**src/rtl/shift_sequencer.sv**
```systemverilog
// Command-level controller for a 16-bit universal PIPO shift register:
// loads a value, applies N single-bit shifts, and returns the result.
module shift_sequencer #(
    parameter int WIDTH = 16,
    parameter int CNT_W = 5
) (
    input  logic             clk,
    input  logic             rst_n,
    input  logic             cmd_valid,
    output logic             cmd_ready,
    input  logic [WIDTH-1:0] cmd_data,
    input  logic [1:0]       cmd_op,
    input  logic [CNT_W-1:0] cmd_amt,
    output logic             rsp_valid,
    input  logic             rsp_ready,
    output logic [WIDTH-1:0] rsp_data,
    output logic             busy,
    output logic             sr_load,
    output logic             sr_shift_en,
    output logic [1:0]       sr_opcode,
    output logic [WIDTH-1:0] sr_data_in,
    input  logic [WIDTH-1:0] sr_data_out
);

    typedef enum logic [1:0] {IDLE, LOAD, SHIFT, RESP} state_t;

    state_t           state_q, state_nxt;
    logic [WIDTH-1:0] data_q, data_nxt;
    logic [1:0]       op_q, op_nxt;
    logic [CNT_W-1:0] cnt_q, cnt_nxt;

    always_ff @(posedge clk) begin
        if (!rst_n) begin
            state_q <= IDLE;
            data_q  <= '0;
            op_q    <= '0;
            cnt_q   <= '0;
        end else begin
            state_q <= state_nxt;
            data_q  <= data_nxt;
            op_q    <= op_nxt;
            cnt_q   <= cnt_nxt;
        end
    end

    always_comb begin
        state_nxt = state_q;
        data_nxt  = data_q;
        op_nxt    = op_q;
        cnt_nxt   = cnt_q;
        case (state_q)
            IDLE: begin
                if (cmd_valid) begin
                    data_nxt  = cmd_data;
                    op_nxt    = cmd_op;
                    cnt_nxt   = cmd_amt;
                    state_nxt = LOAD;
                end
            end
            LOAD: begin
                state_nxt = (cnt_q != '0) ? SHIFT : RESP;
            end
            SHIFT: begin
                // Counter holds the shifts still to apply, including this cycle's.
                cnt_nxt = cnt_q - 1'b1;
                if (cnt_q <= 1) begin
                    state_nxt = RESP;
                end
            end
            RESP: begin
                if (rsp_ready) begin
                    state_nxt = IDLE;
                end
            end
            default: state_nxt = IDLE;
        endcase
    end

    // Every output is forced low while rst_n is held, independent of state.
    always_comb begin
        cmd_ready   = 1'b0;
        rsp_valid   = 1'b0;
        rsp_data    = '0;
        busy        = 1'b0;
        sr_load     = 1'b0;
        sr_shift_en = 1'b0;
        sr_opcode   = 2'b00;
        sr_data_in  = '0;
        if (rst_n) begin
            cmd_ready   = (state_q == IDLE);
            busy        = (state_q != IDLE);
            sr_load     = (state_q == LOAD);
            sr_shift_en = (state_q == SHIFT);
            rsp_valid   = (state_q == RESP);
            sr_opcode   = (state_q != IDLE) ? op_q : 2'b00;
            sr_data_in  = data_q;
            rsp_data    = sr_data_out;
        end
    end

endmodule

```
**config.mk**
```make
export PLATFORM = sky130hd
export DESIGN_NAME = shift_sequencer
export DESIGN_NICKNAME = d
export VERILOG_FILES = /design/src/rtl/shift_sequencer.sv
export SDC_FILE = /design/constraint.sdc
export NUM_CORES = 1
export LEC_CHECK = 0
export ABC_CLOCK_PERIOD_IN_PS = 2910
export CELL_PAD_IN_SITES_DETAIL_PLACEMENT = 0
export CELL_PAD_IN_SITES_GLOBAL_PLACEMENT = 1
export CORE_MARGIN = 8
export CORE_UTILIZATION = 28
export DETAILED_ROUTE_END_ITERATION = 16
export MAX_ROUTING_LAYER = met4
export PLACE_DENSITY = 0.88
export SLEW_MARGIN = 20
export SYNTH_ARGS = -nofsm -noshare
export SYNTH_HDL_FRONTEND = slang
export SYNTH_SLANG_ARGS = --single-unit
```
**constraint.sdc**
```tcl
create_clock -name clk -period 2.91 [get_ports clk]
set_input_delay 0.4365 -clock clk [delete_from_list [all_inputs] [get_ports clk]]
set_output_delay 0.4365 -clock clk [all_outputs]
set_load 0.02 [all_outputs]
```
After elaboration in Yosys (flattened, before gate mapping)
Cells that the tools add are included.
{"block": "word_totals", "ff_bits": 25, "inputBits": 43, "output_inout_bits": 39, "wordCells": 35}
{"block": "classes", "n_addsub": 1, "magnitude_cmp": 1, "eq_ne": 6, "n_mux": 16, "reduce_logical": 7}
{"operator": "16-bit 2-to-1 mux", "n": 2}
{"operator": "2-bit 2-to-1 mux", "n": 5}
{"operator": "5-bit one-hot mux with 2 select lines", "n": 1}
{"operator": "2-bit one-hot mux with 4 select lines", "n": 1}
{"operator": "1-bit 2-to-1 mux", "n": 6}
{"operator": "2-bit != test (second input constant)", "n": 3}
{"operator": "5-bit by 1-bit <= comparator with 1-bit output (second input constant)", "n": 1}
{"operator": "5-bit 2-to-1 mux", "n": 1}
{"operator": "5-bit nonzero test", "n": 1}
{"operator": "5-bit by 1-bit subtractor with 5-bit output (second input constant)", "n": 1}
{"operator": "2-bit == test (second input constant)", "n": 2}
{"operator": "2-bit AND reduction", "n": 2}
{"operator": "2-bit nonzero test", "n": 2}
{"operator": "3-bit AND reduction", "n": 1}
{"operator": "2-bit by 1-bit == test with 1-bit output (second input constant)", "n": 1}
{"operator": "2-bit logical NOT", "n": 1}

Logic depth before layout (Yosys ltp)
Gate-level depths: netlist of the first run.
{"block": "logic_depth", "word_depth": 3, "depth_mapped": 7, "depth_no_buf": 6}

Worst setup path before layout of the first run
OpenSTA, ideal clock, no wires.
{"block": "synth_timing", "path_type": "input port to output port", "from": "in rst_n", "to": "out rsp_valid", "arrival_ps": 1296, "required_ps": 2474, "slack_ps": 1177, "path_stages": 4, "n_path_buf": 2, "path_cell_list": "clkbuf_1 -> inv_2 -> buf_1 -> nor2_1"}
{"block": "synth_between", "elab_chain_len": 1}
{"element": "start, declared", "line_no": "8", "text": "input logic rst_n,"}
{"element": "1-bit 2-to-1 mux", "line_no": "89", "text": "if (rst_n) begin"}
{"element": "end, declared", "line_no": "14", "text": "output logic rsp_valid,"}
Every way passes these cells.

Worst setup path after layout of the first run
{"block": "layout_timing", "from": "reg state_q[0]", "to": "out sr_shift_en"}
{"block": "layout_between", "elab_chain_len": 2}
{"element": "start, declared", "line_no": "27", "text": "state_t state_q, state_nxt;"}
{"element": "start signal, assigned", "line_no": "39", "text": "state_q <= state_nxt;"}
{"element": "2-bit == test", "line_no": "93", "text": "sr_shift_en = (state_q == SHIFT);"}
{"element": "1-bit 2-to-1 mux", "line_no": "89"}
{"element": "end, declared", "line_no": "19", "text": "output logic sr_shift_en,"}
Every way passes these cells.

==> results of run 1 <==
kinds of logic after synthesis:
logic type / count (synthesis) / share of synthesized area (%)
fa+ha+maj: 6 / 5.27
flops: 25 / 35.1
mux: 1 / 0.791
simple gates: 89 / 30.8
buf+inv: 18 / 6.24
compound gates: 44 / 21.8
state kept, by name, summed over array words and instances, names as in the netlist:
name and flops:
cnt_q 5, data_q 16, op_q 2, state_q 2
worst max path at each step:
stage,startpoint,end,depth (start not counted)
floorplan,rst_n,rsp_valid,4
CTS,state_q[0],sr_shift_en,5
detailed placement,rst_n,sr_opcode[1],4
global route,state_q[0],sr_shift_en,5
finish,state_q[0],sr_shift_en,5
global placement,rst_n,sr_opcode[1],4
power groups by stage:
stage | Combinational [mW] | Sequential [mW] | Clock [mW]
final | 0.794 | 0.494 | 0.206
after global routing | 0.877 | 0.507 | 0.233
after CTS | 0.806 | 0.494 | 0.218
after detailed placement | 0.803 | 0.502 | 0
after global placement | 0.795 | 0.500 | 0
after floorplan | 0.562 | 0.486 | 0
through the flow:
stage          worst slack (ns)  cells  hold slack (ns)  cell area (µm²)  utilization, %
2_1_floorplan              1.18    183            0.432             1420               -
3_3_place_gp              0.488    327            0.438             2290            45.7
3_5_place_dp              0.486    327            0.444             2290            45.7
4_1_cts                   0.367    331            0.457             2330            46.6
5_1_grt                   0.240    331            0.467             2330            46.6
6_report                  0.379    331            0.453             2330            46.6
area by class of cell:
| class | instances | area [µm²] |
|---|---|---|
| clock buffers | 3 | 41.3 |
| fillers | 526 | 2680 |
| flip-flops and latches | 25 | 500 |
| well taps | 70 | 87.6 |
| multi-input cells | 140 | 835 |
| repair buffers | 84 | 833 |
| clock inverters | 1 | 5.00 |
| inverters | 8 | 32.5 |
synth_stat cells:
cell type,n
nand2_1,38
nor3_1,1
nand2_2,1
and3_1,2
mux2_2,1
o221a_2,1
o41ai_2,1
ha_1,6
a221oi_2,1
a31oi_1,1
and2_1,34
dfxtp_1,25
clkbuf_1,5
nand3_1,2
o21ba_1,1
buf_6,2
nor4b_1,1
a22o_1,1
inv_2,2
o21ai_2,2
o21a_1,1
inv_1,5
o21ai_1,3
a211oi_2,2
o41a_2,1
nor2_1,9
o22ai_1,1
a21oi_1,25
nor2b_1,1
buf_1,2
a311oi_1,1
buf_4,1
o22a_1,1
a21oi_4,1
inv_4,1
metal layers:
layer,share of wire (%),vias up,global-route usage [%]
met5,0,-,-
met1,43,636,12.1
met3,7.0,2,2.36
li1,-,762,-
met4,0.38,0,2.81
met2,49,40,19.4
worst min-delay path: stages (launching register included):
cell	delay [ns]
dfxtp_1	0.31
nand2_1	0.05
a21oi_1	0.05
==> results_dict.tcl, run 1 <==
set metrics [dict create \
    htreeDepth 1 \
    antenna_found_initial 0 \
    cp.arrival_ns 2.09 \
    path_delay_family "buffers and inverters" \
    grt_max_degree 29 \
    finalHoldViolCount 0 \
    critPathKind "reg -> out" \
    p_comb_share_pct 53.2 \
    finalNetCount 311 \
    die_h_um 87.3 \
    grt_setup_unrepaired "false" \
    rows 26 \
    overflow 0 \
    grt_pass1_wl_um 6520 \
    final_layout_size_suffix_gt1_share_pct 8.05 \
    slew_headroom_pct 66.9 \
    clockBufferDepth 2 \
    hold_end "data_q[14]" \
    slew_viol_final 0 \
    min_delay_path_depth 2 \
    synth.cell_area_mm2 0.00142 \
    skew_ns 0.00509 \
    track_usage_pct 10.9 \
    fin_tns_setup_ns 0 \
    maxCapViolations 0 \
    ioPinCount 82 \
    rr_startpoint "state_q[0]" \
    seqPwrFrac_pct 33.1 \
    ys_types 35 \
    clock_sink_count 25 \
    p_per_area_mw_per_mm2 640 \
    vias 1440 \
    max_freq_mhz 395 \
    crit_chain "inv_1 -> ha_1 -> inv_4 -> nor2_1 -> clkdlybuf4s50_1" \
    ys_warn_count 0 \
    start_kind "flip-flop" \
    hpwl_um 3210 \
    initial_core_util_pct 28.4 \
    layout_commonest_cell "clkdlybuf4s50_1" \
    wire_per_inst_um 12.6 \
    power.leakage_nw 0.885 \
    postRouteWirelength_um 4190 \
    rr_worst_depth 6 \
    ff2ff_setup_slack_ns 1.07 \
    design.core.area_mm2 0.00501 \
    dr.first_iter.drc_count 57 \
    worstPathMaxFanout 9 \
    grt_pass1_vias 1383 \
    cts_tree "yes" \
    synthesis.nets 232 \
    worstMarginPinSlew_ns 0.496 \
    avgSynthCellArea_um2 7.78 \
    fp.dieW_um 87.3 \
    port_buffers 81 \
    mostFrequentLayoutCells "81 x clkdlybuf4s50_1, 38 x nand2_1, 34 x and2_1" \
    cp_slowest_cell "clkdlybuf4s50_1" \
    synth_area_leader_cell "dfxtp_1" \
    finalSetupViolCount 0 \
    syn-instance-count 183 \
    worst_skew_pair.late_latency_ns 0.26 \
    finalPower_mw 1.49 \
    path_buf_inv 3 \
    cts_hold_buf 0 \
    vias_per_cell 4.35 \
    postCtsResizedCells 0 \
    drc_errors 0 \
    synth-seq-area-share_pct 35.1 \
    cts_inserted_buffers 3 \
    p_int_mw 0.877 \
    netSwitchingFraction_pct 41.3 \
    clkPwrFrac_pct 13.8 \
    ant_nets 0 \
    die_area_mm2 0.00762 \
    outcome "completed" \
    endpoint_kind "primary output" \
    antenna_cells 0 \
    hold_start "data_q[14]" \
    root_buffer "clkbuf_8" \
    peakVddDrop_uv 257 \
    gp_congestion 0.738 \
    synth.area.top_cells "dfxtp_1 35%, and2_1 15%, nand2_1 10%, a21oi_1 8.8%, ha_1 5.3%" \
    max_stage_delay_ns 0.63 \
    clkSlewWorstSetupHoldPaths_ns 0.09 \
    p_switching_mw 0.617 \
    area_growth_pct 64.0 \
    yosysTopAreaCellShare_pct 35.1 \
    min_period_ns 2.53 \
    hold_path.class "reg -> reg" \
    period_share_pct 87.0 \
    cts_setup_buffers 0 \
    critPathRequiredTime_ns 2.47 \
    drt_first_pass_iters 4 \
    r2r_end "cnt_q[0]" \
    ys_ff_latch 25 \
]
Note: power is estimated with default switching activity, not from simulation.
==> run 2: changes to the inputs <==
--- a/config.mk
+++ b/config.mk
@@ -10,6 +10,7 @@
 export CELL_PAD_IN_SITES_GLOBAL_PLACEMENT = 1
 export CORE_MARGIN = 8
 export CORE_UTILIZATION = 28
+export CTS_CLUSTER_SIZE = 28
 export DETAILED_ROUTE_END_ITERATION = 16
 export MAX_ROUTING_LAYER = met4
 export PLACE_DENSITY = 0.88
==> results of run 2 <==
Same layout as run 1: the final DEF is identical, and so are final timing and power.
==> run 3: changes to the inputs <==
--- a/config.mk
+++ b/config.mk
@@ -8,12 +8,14 @@
 export ABC_CLOCK_PERIOD_IN_PS = 2910
 export CELL_PAD_IN_SITES_DETAIL_PLACEMENT = 0
 export CELL_PAD_IN_SITES_GLOBAL_PLACEMENT = 1
-export CORE_MARGIN = 8
+export CORE_MARGIN = 3
 export CORE_UTILIZATION = 28
 export CTS_CLUSTER_SIZE = 28
 export DETAILED_ROUTE_END_ITERATION = 16
+export GPL_ROUTABILITY_DRIVEN = 0
 export MAX_ROUTING_LAYER = met4
 export PLACE_DENSITY = 0.88
+export REMOVE_ABC_BUFFERS = 1
 export SLEW_MARGIN = 20
 export SYNTH_ARGS = -nofsm -noshare
 export SYNTH_HDL_FRONTEND = slang
==> run 3 against run 2 <==
Effect of this change: clock skew is 0.0033 ns lower; clock-buffer cell count stayed put; power rose by 0.46%; worst hold slack lost 0.0013 ns; via count grew 4.7%; sequential share of layout area down 0.13 points; critical endpoint unchanged; fmax is 0.32% lower; critical path depth unchanged; die area down 22%; sequential power hardly changed; first-iteration DRC count shrank 33%.
==> results_dict.tcl, run 3 (synthesis gave the netlist of run 1 again) <==
set metrics [dict create \
    antenna_found_initial 0 \
    worstPathMaxFanout 9 \
    busiest_layer "met2" \
    drc_errors 0 \
    ioPinCount 82 \
    use_met1_pct 16.7 \
    grt_pass1_vias 1338 \
    worstMarginPinSlew_ns 0.486 \
    area_growth_pct 64.9 \
    max_stage_delay_ns 0.62 \
    design.core.area_mm2 0.00482 \
    finalSetupViolCount 0 \
    endpoint_kind "primary output" \
    outcome "completed" \
    postRouteWirelength_um 3940 \
    period_share_pct 87.3 \
    p_switching_mw 0.621 \
    finalNetCount 313 \
    maxCapViolations 0 \
    mostFrequentLayoutCells "81 x clkdlybuf4s50_1, 38 x nand2_1, 34 x and2_1" \
    port_buffers 81 \
    grt_setup_unrepaired "false" \
    reg_top3 "data_q (16), cnt_q (5)" \
    cts_inserted_buffers 3 \
    overflow 0 \
    path_buf_inv 3 \
    layout_commonest_cell "clkdlybuf4s50_1" \
    grtUsageMet3_pct 3.76 \
    crit_chain "inv_1 -> ha_1 -> inv_4 -> nor2_1 -> clkdlybuf4s50_1" \
    drt_first_pass_iters 4 \
    p_int_mw 0.879 \
    clockBufferDepth 2 \
    r2r_end "cnt_q[0]" \
    max_freq_mhz 394 \
    grt_max_degree 21 \
    postCtsResizedCells 0 \
    final_layout_size_suffix_gt1_share_pct 8.75 \
    critPathRequiredTime_ns 2.47 \
    placed_cell_area_mm2 0.00230 \
    fin_tns_setup_ns 0 \
    crit_path_end "sr_shift_en" \
    dr.first_iter.drc_count 38 \
    root_buffer "clkbuf_8" \
    cp.arrival_ns 2.10 \
    clock_sink_count 25 \
    cts_tree "yes" \
    ff2ff_setup_slack_ns 1.07 \
    final_cells 330 \
    regMostFlops "data_q" \
    path_delay_family "buffers and inverters" \
    rows 25 \
    cp.depth 5 \
    grt_pass1_wl_um 6260 \
    hold_path.class "reg -> reg" \
    power.leakage_nw 0.890 \
    die_area_mm2 0.00598 \
    netSwitchingFraction_pct 41.4 \
    clkPwrFrac_pct 14.3 \
    dp.cells 326 \
    clkSlewWorstSetupHoldPaths_ns 0.09 \
    slew_viol_final 0 \
    cts_setup_buffers 0 \
    finalHoldViolCount 0 \
    wire_per_inst_um 11.9 \
    seqPwrFrac_pct 33.1 \
    rr_startpoint "state_q[0]" \
    hpwl_um 3080 \
    die_h_um 77.3 \
    p_comb_share_pct 52.6 \
    finalPower_mw 1.50 \
    critPathKind "reg -> out" \
    track_usage_pct 13.2 \
    vias_per_cell 4.57 \
    slew_headroom_pct 67.6 \
    peakVddDrop_uv 380 \
    htreeDepth 1 \
    largest_register_ffs 16 \
    rr_worst_depth 6 \
    design_area_mm2 0.00235 \
    grt_util_met2_pct 20.3 \
    skew_ns 0.00183 \
    fp.dieW_um 77.3 \
    worst_skew_pair.late_latency_ns 0.27 \
    p_per_area_mw_per_mm2 639 \
    initial_core_util_pct 29.6 \
    antenna_cells 0 \
    cp_slowest_cell "clkdlybuf4s50_1" \
    fill_cells 517 \
    ant_nets 0 \
    worstSetupStartpoint "state_q[0]" \
    min_period_ns 2.54 \
    start_kind "flip-flop" \
    cts_hold_buf 0 \
    vias 1508 \
]
run 3: stage by stage:
| step | setup WS [ns] | hold WS [ns] | util (%) |
|---|---|---|---|
| finish | 0.370 | 0.452 | 48.8 |
| global route | 0.251 | 0.473 | 48.8 |
| CTS | 0.347 | 0.457 | 48.8 |
| detailed placement | 0.511 | 0.444 | 47.7 |
| global placement | 0.474 | 0.437 | 47.7 |
| floorplan | 1.25 | 0.432 | - |
run 3: worst min-delay path by stage:
stage / startpoint / end / cells after the start
after detailed placement: data_q[4] / data_q[4] / 2
after floorplan: data_q[0] / data_q[0] / 2
after CTS: data_q[3] / data_q[3] / 2
after global placement: data_q[4] / data_q[4] / 2
after global routing: data_q[5] / data_q[5] / 2
final: data_q[4] / data_q[4] / 2
run 3: area by class of cell:
cell class | count | area (µm²) | area share [%]
Clock buffer | 3 | 41.3 | 1.76
Clock inverter | 1 | 7.51 | 0.320
Inverter | 8 | 32.5 | 1.39
Multi-Input combinational cell | 140 | 835 | 35.5
Sequential cell | 25 | 500 | 21.3
Tap cell | 67 | 83.8 | 3.57
Timing Repair Buffer | 86 | 848 | 36.1
run 3: power groups by stage:
stage | registers, mW | clock network (mW) | logic [mW]
after global routing | 0.508 | 0.237 | 0.874
after global placement | 0.499 | 0 | 0.798
after CTS | 0.497 | 0.221 | 0.802
after detailed placement | 0.506 | 0 | 0.797
final | 0.496 | 0.215 | 0.789
after floorplan | 0.486 | 0 | 0.523
run 3: tightest hold or removal path, stage by stage, from the launching register on:
cell and delay (ns):
dfxtp_1 0.32, nand2_1 0.05, a21oi_1 0.05
run 3: per-layer routing:
layer,routed length (µm),part of all wire (%),up-vias
li1,-,-,765
met1,1830,46,671
met2,1700,43,68
met3,361,9.2,4
met4,50,1.3,0
met5,0,0,-
